`src/rtl/rom_arbiter.sv`:
```
// Arbitrates the program ROM read/write ports between instruction fetch (M0, read-only)
// and the debug/boot loader (M1, read/write), with a LOAD mode that locks M0 out.
module rom_arbiter #(
  parameter int DW    = 32,
  parameter int AW    = 7,
  parameter int CNT_W = 16
) (
  input  logic             clk,
  input  logic             rst,
  input  logic             m0_req,
  input  logic [AW-1:0]    m0_addr,
  output logic             m0_gnt,
  output logic             m0_rvalid,
  output logic [DW-1:0]    m0_rdata,
  input  logic             m1_req,
  input  logic             m1_we,
  input  logic [AW-1:0]    m1_addr,
  input  logic [DW-1:0]    m1_wdata,
  output logic             m1_gnt,
  output logic             m1_rvalid,
  output logic [DW-1:0]    m1_rdata,
  input  logic             load_start,
  input  logic             load_done,
  output logic             load_mode,
  output logic             rom_wen,
  output logic [AW-1:0]    rom_w_addr,
  output logic [DW-1:0]    rom_w_data,
  output logic             rom_ren,
  output logic [AW-1:0]    rom_r_addr,
  input  logic [DW-1:0]    rom_r_data,
  output logic [CNT_W-1:0] contention_cnt
);

  typedef enum logic {ST_RUN = 1'b0, ST_LOAD = 1'b1} state_t;

  state_t           r_state;
  state_t           w_state_nxt;
  logic             r_rr_ptr;     // 0: M0 wins next contention, 1: M1 wins
  logic             r_pend_vld;
  logic             r_pend_tag;   // 0: response belongs to M0, 1: to M1
  logic [DW-1:0]    r_m0_rdata;
  logic [DW-1:0]    r_m1_rdata;
  logic [CNT_W-1:0] r_cnt;

  logic w_wr;
  logic w_m0_live;
  logic w_m1_live;
  logic w_m0_raw;
  logic w_m0_cand;
  logic w_m1_cand;
  logic w_both;
  logic w_m0_rd_gnt;
  logic w_m1_rd_gnt;

  always_comb begin
    w_state_nxt = r_state;
    case (r_state)
      ST_RUN:  if (load_start && !load_done) w_state_nxt = ST_LOAD;
      ST_LOAD: if (load_done && !load_start) w_state_nxt = ST_RUN;
      default: w_state_nxt = ST_RUN;
    endcase
  end

  // Everything that can reach the ROM or a grant is qualified by rst so that
  // nothing leaks out while reset is held.
  assign w_wr      = rst & m1_req & m1_we;
  assign w_m0_live = rst & m0_req & (r_state == ST_RUN);
  assign w_m1_live = rst & m1_req & ~m1_we;

  // A read colliding with a same-cycle write is held back so it returns new data.
  assign w_m0_raw  = w_m0_live & w_wr & (m0_addr == m1_addr);
  assign w_m0_cand = w_m0_live & ~w_m0_raw;
  assign w_m1_cand = w_m1_live;
  assign w_both    = w_m0_cand & w_m1_cand;

  assign w_m0_rd_gnt = w_m0_cand & (~w_m1_cand | ~r_rr_ptr);
  assign w_m1_rd_gnt = w_m1_cand & (~w_m0_cand |  r_rr_ptr);

  assign m0_gnt     = w_m0_rd_gnt;
  assign m1_gnt     = w_wr | w_m1_rd_gnt;
  assign rom_wen    = w_wr;
  assign rom_w_addr = m1_addr;
  assign rom_w_data = m1_wdata;
  assign rom_ren    = w_m0_rd_gnt | w_m1_rd_gnt;
  assign rom_r_addr = w_m1_rd_gnt ? m1_addr : m0_addr;

  assign load_mode      = (r_state == ST_LOAD);
  assign contention_cnt = r_cnt;

  // ROM data is only present during the response cycle; the registers keep it afterwards.
  assign m0_rvalid = r_pend_vld & ~r_pend_tag;
  assign m1_rvalid = r_pend_vld &  r_pend_tag;
  assign m0_rdata  = m0_rvalid ? rom_r_data : r_m0_rdata;
  assign m1_rdata  = m1_rvalid ? rom_r_data : r_m1_rdata;

  always_ff @(posedge clk or negedge rst) begin
    if (!rst) begin
      r_state    <= ST_RUN;
      r_rr_ptr   <= 1'b0;
      r_pend_vld <= 1'b0;
      r_pend_tag <= 1'b0;
      r_m0_rdata <= '0;
      r_m1_rdata <= '0;
      r_cnt      <= '0;
    end else begin
      r_state    <= w_state_nxt;
      r_pend_vld <= w_m0_rd_gnt | w_m1_rd_gnt;
      r_pend_tag <= w_m1_rd_gnt;
      if (w_both)
        r_rr_ptr <= ~r_rr_ptr;
      if (m0_rvalid)
        r_m0_rdata <= rom_r_data;
      if (m1_rvalid)
        r_m1_rdata <= rom_r_data;
      if (w_m0_live && w_m1_live && (r_cnt != {CNT_W{1'b1}}))
        r_cnt <= r_cnt + 1'b1;
    end
  end

endmodule
```
`config.mk`:
```
export PLATFORM = sky130hd
export DESIGN_NAME = rom_arbiter
export DESIGN_NICKNAME = d
export VERILOG_FILES = /design/src/rtl/rom_arbiter.sv
export SDC_FILE = /design/constraint.sdc
export NUM_CORES = 1
export LEC_CHECK = 0
export ABC_AREA = 1
export ABC_CLOCK_PERIOD_IN_PS = 2350
export BUFFER_PORTS_ARGS = -buffer_cell sky130_fd_sc_hd__buf_2
export CAP_MARGIN = 20
export CORE_MARGIN = 4
export CORE_UTILIZATION = 40
export CTS_CLUSTER_DIAMETER = 100
export DETAILED_ROUTE_END_ITERATION = 6
export PLACE_DENSITY = 0.71
export SKIP_CTS_REPAIR_TIMING = 1
export SLEW_MARGIN = 20
export SYNTH_ARGS = -nofsm -noshare
export SYNTH_HDL_FRONTEND = slang
export SYNTH_SLANG_ARGS = --single-unit
export TNS_END_PERCENT = 50
```
`constraint.sdc`:
```
create_clock -name clk -period 2.35 [get_ports clk]
set_clock_uncertainty 0.2 [all_clocks]
set_input_delay 0.235 -clock clk [delete_from_list [all_inputs] [get_ports clk]]
set_output_delay 0.235 -clock clk [all_outputs]
set_load 0.02 [all_outputs]
```
==> run metrics, run 1 <==
status=finished with violations; failing checks=negative hold slack; vias in the first global route=3391; Worst EP arrival=1.74 ns; Post-Syn Area per Cell=8.40 sq um; Hold Worst Slack=-0.0259 ns; FFs w/ async S/R, synth=100%; Yosys cell types=27; pwr dens=983 nW/um^2; synthesized flop and latch total=84; Initial Util=41.4%; Final Setup Violations=0; commonest cells in the netlist=146 x nand2_1, 84 x dfrtp_1, 67 x o21ai_0; M1 WL=4.10 mm; clk slew on worst S/H paths=0.08 ns; gpl congestion=0.886; Seq/Total Area, Yosys=51.5%; Syn Nets=572; Core ar.=9860 sq um; CP endpoint kind=primary output; placed standard-cell area=4680 sq um; Cells after Synth=486; pin count of the biggest net entering global routing=75; Area growth syn-to-layout=21.6%; later-pin clock latency in the skew report=0.34 ns; RSZ-0062 raised after global routing=false; initial antenna violation count=0; DR DRC count=0; WP data required=1.91 ns; maximum vdd drop=370 uV; CTS root buf=clkbuf_8; wire per inst=12.9 um; Synth warnings=0; die height=109 um; worst path cell trace=nor2_1 > inv_2 > buf_4 > o21ai_0 > buf_2; hpwl dp=7.09 mm; Setup CP Type=reg2out; CP startpoint=r_pend_tag$_DFF_PN0_; final instance area=4960 sq um; Worst-Margin Slew=0.913 ns; # fillers=945; met3 routed WL=830 um; Post-synth EDFFs=0; ant diodes=0; Die Width=109 um; Post-DRT Antenna Nets=0; clk sinks=84; Vias=3437; final worst-path cycle share=92.7%; CTS tree=built; Post-Syn Area=4080 sq um; Congestion Overflow GR=0; most frequent cell after synthesis=nand2_1; Power Total=4.88 mW; H-Tree Depth=3; highest clock rate=0.459 GHz; row cnt=36; fin nets=696; most used flip-flop cell after synthesis=dfrtp_1; setup TNS=0 ns; first drt pass iteration count=4; PortBufs=153; IO Count=218; CTS Buf Count=9; Leak Pwr=2.76 nW; area leader, netlist=dfrtp_1; worst r2r src=contention_cnt[0]$_DFFE_PN0P_; max-slew violations=0; critical-path cell with the highest stage delay=dfrtp_1; Max-slew headroom=39.1%; DR iter-0 viols=152; die area=11900 sq um; DR top layer=met4; fraction of layout cells with a size suffix above 1=32.0%; endpoints failing hold=44; drt via density=4.59; first-pass GRT wire length=15.5 mm; clk buf depth=2; crit path max fanout=44; # Max-Cap Violations=0; Area contributors post-synth=dfrtp_1 51%, nand2_1 13%, o21ai_0 8.2%; minimum clock period=2.18 ns; Synth top area share=51.5%; CP startpoint kind=register; final WL=9.68 mm; CP max stage delay=0.39 ns; min-delay worst type=in2async; met2 wire len=4.66 mm; Core Util, Final=50.3%; Total GRT Usage=16.5%
-- power by group --
part	switching [mW]	total, mW	internal, mW
combinational	1.23	1.81	0.586
sequential	0.189	2.05	1.86
clock	0.495	1.02	0.520
total	1.91	4.88	2.97
-- routing by layer --
metal | vias up | GRT usage (%)
li1 | 1720 | -
met1 | 1573 | 20.2
met2 | 132 | 27.9
met3 | 12 | 5.03
met4 | 0 | 4.96
met5 | - | 0
-- logic make-up (layout without fill, tap and decap cells) --
logic type	Yosys count	in the layout	synth area share (%)
simple gates	200	200	20.6
xor+xnor	15	15	3.22
flops	84	84	51.5
buf+inv	110	239	14.4
compound gates	76	76	9.96
fa+ha+maj	1	1	0.306
-- registers in the layout, indices dropped and copies added (netlist names) --
register / cells
r_m0_rdata: 32
load_mode: 1
r_pend_vld: 1
contention_cnt: 16
r_pend_tag: 1
r_m1_rdata: 32
r_rr_ptr: 1
-- worst max-delay path, delay by kind of cell, from the launching register on --
kind                   cells  cell delay (ns)
AND/OR/NAND/NOR            1             0.16
AO/OA/AOI/OAI              1             0.31
flip-flops                 1             0.39
buffers and inverters      3             0.52
-- final timing paths --
| check | endpoint | cells after the start | slack (ns) |
|---|---|---|---|
| min | r_m1_rdata[25]$_DFF_PN0_ | 2 | -0.03 |
| max reg2reg | contention_cnt[5]$_DFFE_PN0P_ | 8 | 0.43 |
| min reg2reg | r_rr_ptr$_DFFE_PN0P_ | 1 | 0.28 |
| max in group asynchronous | r_pend_tag$_DFF_PN0_ | 2 | 1.37 |
| min in group clk | r_m1_rdata[15]$_DFF_PN0_ | 3 | -0.01 |
| max | m0_rdata[2] | 5 | 0.17 |
-- cell type report --
| cell class | instances | area (sq um) | share of cell area, % |
|---|---|---|---|
| clock inverter | 4 | 48.8 | 0.983 |
| timing repair buffer | 167 | 896 | 18.0 |
| inverter | 56 | 210 | 4.23 |
| clock buffer | 12 | 145 | 2.92 |
| tap | 133 | 166 | 3.35 |
| sequential | 84 | 2100 | 42.3 |
| multi-input combinational | 292 | 1400 | 28.1 |
-- metrics by stage --
stage	worst slack, ns	hold WS (ns)	cells
floorplan	0.298	-0.261	486
global placement	0.415	-0.103	723
detailed placement	0.383	-0.102	723
CTS	0.0576	-0.489	739
global route	0.0322	0.00200	748
finish	0.171	-0.0259	748
-- layout by cell type, fill, tap and decap left out, drive strengths merged --
master / synthesis / routed
xnor2: 7 / 7
ha: 1 / 1
nand3: 16 / 16
nand2: 156 / 156
xor2: 8 / 8
nor3: 1 / 1
dlygate4sd3: 0 / 9
a21oi: 1 / 1
nand4: 4 / 4
o21ai: 75 / 75
bufinv: 0 / 1
clkbuf: 11 / 12
nor2: 23 / 23
clkinv: 1 / 4
inv: 55 / 55
buf: 43 / 158
dfrtp: 84 / 84
No activity file was read; power rests on OpenSTA's default activity.
==> run 2: changes to the inputs <==
--- a/config.mk
+++ b/config.mk
@@ -5,7 +5,6 @@
 export SDC_FILE = /design/constraint.sdc
 export NUM_CORES = 1
 export LEC_CHECK = 0
-export ABC_AREA = 1
 export ABC_CLOCK_PERIOD_IN_PS = 2350
 export BUFFER_PORTS_ARGS = -buffer_cell sky130_fd_sc_hd__buf_2
 export CAP_MARGIN = 20
==> run metrics, run 2 <==
hold path start=load_done; pwr dens=829 nW/um^2; clk sinks=84; Internal=2.87 mW; die area=11700 sq um; final instance area=5250 sq um; Area contributors post-synth=dfrtp_1 52%, mux2_2 18%, buf_4 7.3%; Synth warnings=0; Final Setup Violations=0; wire per inst=16.2 um; Leak Pwr=2.62 nW; gpl congestion=0.813; Post-Syn Area=4030 sq um; Worst EP arrival=1.80 ns; fraction of layout cells with a size suffix above 1=53.4%; row cnt=36; IO Count=218; initial antenna violation count=0; Vias=3033; Synth top area share=52.2%; area of the multi-input gates=1580 sq um; final worst-path cycle share=95.1%; CP startpoint kind=register; H-Tree Depth=3; fin nets=555; Setup CP Type=reg2out; Initial Util=41.2%; most frequent cells in the layout=151 x buf_2, 84 x dfrtp_1, 66 x mux2_2; area leader, netlist=dfrtp_1; clk buf depth=2; most frequent cell after synthesis=dfrtp_1; hpwl dp=6.85 mm; minimum clock period=2.23 ns; drt via density=5.00; highest clock rate=0.448 GHz; FFs w/ async S/R, synth=100%; status=finished, final reports clean; Worst-Margin Slew=0.748 ns; ant diodes=0; clk slew on worst S/H paths=0.08 ns; sw frac=34.2%; PortBufs=153; min-delay worst type=in2reg; later-pin clock latency in the skew report=0.35 ns; Clock Power Share=23.9%; Yosys cell types=42; Seq/Total Area, Yosys=52.2%; Core Util, Final=53.7%; register area=2100 sq um; CP endpoint kind=primary output; die height=108 um; maximum vdd drop=320 uV; Flop pwr share=42.9%; commonest non-fill, non-tap cell in the layout=buf_2; CP startpoint=load_mode$_DFF_PN0_; final WL=9.81 mm; post-placement cell count=555; DR DRC count=0; Core ar.=9770 sq um; Cells after Synth=315; first drt pass iteration count=4; # fillers=849; CTS Buf Count=9; vias in the first global route=2967; Area growth syn-to-layout=30.4%; P_sw=1.49 mW; max-slew violations=0; endpoints failing hold=0; pin count of the biggest net entering global routing=85; # Max-Cap Violations=0; WP data required=1.91 ns; DR iter-0 viols=113; commonest cells in the netlist=84 x dfrtp_1, 66 x mux2_2, 39 x buf_4; synthesized flop and latch total=84; Congestion Overflow GR=0; Syn Nets=401; Max-slew headroom=50.1%; first-pass GRT wire length=14.5 mm; CTS root buf=clkbuf_8; Die Width=108 um; most used flip-flop cell after synthesis=dfrtp_1; placed standard-cell area=4680 sq um; Post-Syn Area per Cell=12.8 sq um; Total GRT Usage=15.7%; Logic pwr share=33.2%; Finished Layout Cells=607; Post-synth EDFFs=0; worst r2r src=contention_cnt[0]$_DFFE_PN0P_; crit path max fanout=11; CTS tree=built; Post-DRT Antenna Nets=0
run 2: cell count changes after synthesis, sizes merged, moves of 8 or more:
cell / change
o21ai: -67
nor2: -19
a21oi: +9
nand2: -144
nand3: -8
inv: -52
mux2: +68
run 2: worst max-delay path, stage by stage (launching register included):
cell and delay, ns:
dfrtp_1 0.40, nand3b_1 0.25, buf_6 0.19, o211a_1 0.20, a21oi_1 0.12, o21ai_0 0.11
buf_4 0.19
run 2: cell type report:
cell class                 instances  share of cell area [%]
clock buffer                      11                    2.69
clock inverter                     5                    1.10
inverter                           3                   0.214
multi-input combinational        177                    30.0
sequential                        84                    40.0
tap                              133                    3.17
timing repair buffer             194                    22.8
run 2: stage by stage:
stage,hold WS (ns),power (mW),setup WS [ns],TNS (ns)
after floorplan,-0.261,2.86,0.350,0
after global placement,0.270,3.24,0.415,0
after detailed placement,0.270,3.30,0.353,0
after CTS,-0.0788,4.34,-0.0100,-0.0100
after global routing,0.0151,4.59,-0.00537,-0.00537
final,0.0190,4.35,0.116,0
run 2: final timing paths:
kind,end,slack [ns],depth (start not counted)
setup / recovery,rom_r_addr[1],0.12,6
hold / removal,load_mode$_DFF_PN0_,0.02,3
setup reg to reg,contention_cnt[12]$_DFFE_PN0P_,0.36,5
hold reg to reg,r_rr_ptr$_DFFE_PN0P_,0.29,1
max in group asynchronous,r_m0_rdata[29]$_DFF_PN0_,0.97,3
min in group asynchronous,contention_cnt[1]$_DFFE_PN0P_,0.43,3
run 2: power by group through the flow:
stage | combinational, mW | sequential, mW | clock, mW
finish | 1.44 | 1.87 | 1.04
CTS | 1.40 | 1.87 | 1.07
floorplan | 0.962 | 1.89 | 0
detailed placement | 1.40 | 1.90 | 0
global placement | 1.37 | 1.87 | 0
global route | 1.55 | 1.90 | 1.14
run 2: metal layers:
metal | global-route usage (%) | routed length (um) | up-vias
met4 | 6.94 | 231 | 0
met2 | 25.0 | 4670 | 129
li1 | - | - | 1389
met3 | 4.72 | 860 | 30
met1 | 19.7 | 4050 | 1485
met5 | 0 | 0 | -
run 2: logic make-up after synthesis:
kind of cell	count (synthesis)	synth area share, %
flip-flops	84	52.2
AO/OA/AOI/OAI	32	5.53
buffers and inverters	54	8.83
XOR/XNOR	20	4.35
multiplexers	68	19.1
AND/OR/NAND/NOR	55	9.42
adder cells (fa/ha/maj)	2	0.559
==> run 3: changes to the inputs <==
--- a/config.mk
+++ b/config.mk
@@ -5,10 +5,9 @@
 export SDC_FILE = /design/constraint.sdc
 export NUM_CORES = 1
 export LEC_CHECK = 0
-export ABC_CLOCK_PERIOD_IN_PS = 2350
+export ABC_CLOCK_PERIOD_IN_PS = 2150
 export BUFFER_PORTS_ARGS = -buffer_cell sky130_fd_sc_hd__buf_2
 export CAP_MARGIN = 20
-export CORE_MARGIN = 4
 export CORE_UTILIZATION = 40
 export CTS_CLUSTER_DIAMETER = 100
 export DETAILED_ROUTE_END_ITERATION = 6
==> constraint.sdc (replaced) <==
create_clock -name clk -period 2.15 [get_ports clk]
set_clock_uncertainty 0.2 [all_clocks]
set_input_delay 0.215 -clock clk [delete_from_list [all_inputs] [get_ports clk]]
set_output_delay 0.215 -clock clk [all_outputs]
set_load 0.02 [all_outputs]
==> run metrics, run 3 (synthesized netlist as in run 2, its figures left out) <==
Finished Layout Cells=615; first-pass GRT wire length=12.9 mm; Clock Power Share=26.1%; Internal=3.29 mW; Logic pwr share=32.3%; CP endpoint kind=primary output; M1 WL=3.93 mm; WP data required=1.74 ns; Buf/Inv on CP=2; later-pin clock latency in the skew report=0.35 ns; Flop pwr share=41.6%; min-delay worst type=in2async; met3 routed WL=809 um; initial antenna violation count=0; Vias=3007; fraction of layout cells with a size suffix above 1=55.0%; pin count of the biggest net entering global routing=55; H-Tree Depth=3; P_sw=1.61 mW; DR iter-0 viols=43; placed standard-cell area=4700 sq um; highest clock rate=0.476 GHz; crit path max fanout=12; Power Total=4.91 mW; Total GRT Usage=16.2%; row cnt=36; post-placement cell count=559; final instance area=5380 sq um; worst path cell trace=nand3b_1 > buf_6 > o211a_1 > a21oi_2 > o21ai_2 > buf_4; sw frac=32.9%; Setup WS pre-CTS=0.0180 ns; Core ar.=9770 sq um; endpoints failing hold=0; final worst-path cycle share=97.7%; Initial Util=41.2%; clk buf depth=2; Core Util, Final=55.0%; Setup CP Type=reg2out; IO Count=218; critical-path cell with the highest stage delay=dfrtp_1; final setup margin=0.0492 ns; CP top delay family=compound AO/OA/AOI/OAI gates; vias in the first global route=2675; Leak Pwr=2.68 nW; drt via density=4.89; Worst EP arrival=1.69 ns; pwr dens=913 nW/um^2; fin nets=563; CTS Buf Count=9; RSZ-0062 raised after global routing=true; maximum vdd drop=355 uV; commonest non-fill, non-tap cell in the layout=buf_2; wire per inst=15.2 um; minimum clock period=2.10 ns; ant diodes=0; Die Width=102 um; gpl congestion=0.832; die area=10500 sq um; Congestion Overflow GR=0; max-slew violations=0; most frequent cells in the layout=147 x buf_2, 84 x dfrtp_1, 66 x mux2_2; Max-slew headroom=55.2%; Worst-Margin Slew=0.673 ns; CTS tree=built; met2 wire len=4.49 mm; CP startpoint kind=register; worst r2r path cells=5; Area growth syn-to-layout=33.6%; DR DRC count=0; clk sinks=84; final WL=9.37 mm; WP depth=6; PortBufs=153; Final Setup Violations=0; DR top layer=met4; CP max stage delay=0.41 ns; Post-DRT Antenna Nets=0; CTS root buf=clkbuf_8; first drt pass iteration count=4; die height=102 um; hpwl dp=6.57 mm; # Max-Cap Violations=0; status=finished, final reports clean; clk slew on worst S/H paths=0.08 ns
==> run 3: cell count changes in the layout (fill, tap and decap cells not counted), sizes merged <==
cell | previous run | this run
clkinv | 2 | 1
bufinv | 1 | 2
inv | 5 | 4
buf | 160 | 166
and3b | 2 | 3
dlygate4sd3 | 34 | 35
clkinvlp | 0 | 1
==> run 3: power groups by stage <==
stage                     Combinational [mW]  Clock [mW]  Sequential [mW]
after floorplan                         1.05           0             2.07
after CTS                               1.51        1.31             2.04
final                                   1.59        1.28             2.04
after global routing                    1.71        1.37             2.07
after global placement                  1.48           0             2.05
after detailed placement                1.51           0             2.07
==> run 3: area by class of cell <==
class	count	area, sq um
clock buffer	11	151
multi-input combinational	178	1600
inverter	3	11.3
tap	133	166
sequential	84	2100
clock inverter	5	81.3
fill	827	4400
timing repair buffer	201	1260
==> run 3: final timing paths <==
kind / endpoint / start / slack, ns
setup / recovery: rom_r_addr[3] / load_mode$_DFF_PN0_ / 0.05
hold / removal: load_mode$_DFF_PN0_ / rst / 0.08
setup reg to reg: contention_cnt[12]$_DFFE_PN0P_ / contention_cnt[0]$_DFFE_PN0P_ / 0.21
hold reg to reg: r_m1_rdata[0]$_DFF_PN0_ / r_m1_rdata[0]$_DFF_PN0_ / 0.30
max in group asynchronous: r_m0_rdata[21]$_DFF_PN0_ / rst / 0.76
min in group clk: r_pend_vld$_DFF_PN0_ / rst / 0.20
==> run 3: worst reg2reg max path: cells and delay by family, from the launching register on <==
| family | cells | cell delay [ns] |
|---|---|---|
| DFF | 1 | 0.42 |
| muxes | 1 | 0.29 |
| and+or+nand+nor | 3 | 0.70 |
| adders and majority gates | 1 | 0.24 |
==> run 3: metal layers <==
metal  up-vias  track usage [%]
met5         -                0
met4         0             7.36
met3        15             6.63
met2       130             26.9
met1      1468             18.2
li1       1394                -
==> run 3: stage by stage <==
stage	hold slack [ns]	setup TNS (ns)
floorplan	-0.281	0
global placement	-0.172	0
detailed placement	-0.166	0
CTS	-0.550	-2.62
global route	0.0811	-0.0921
finish	0.0783	0
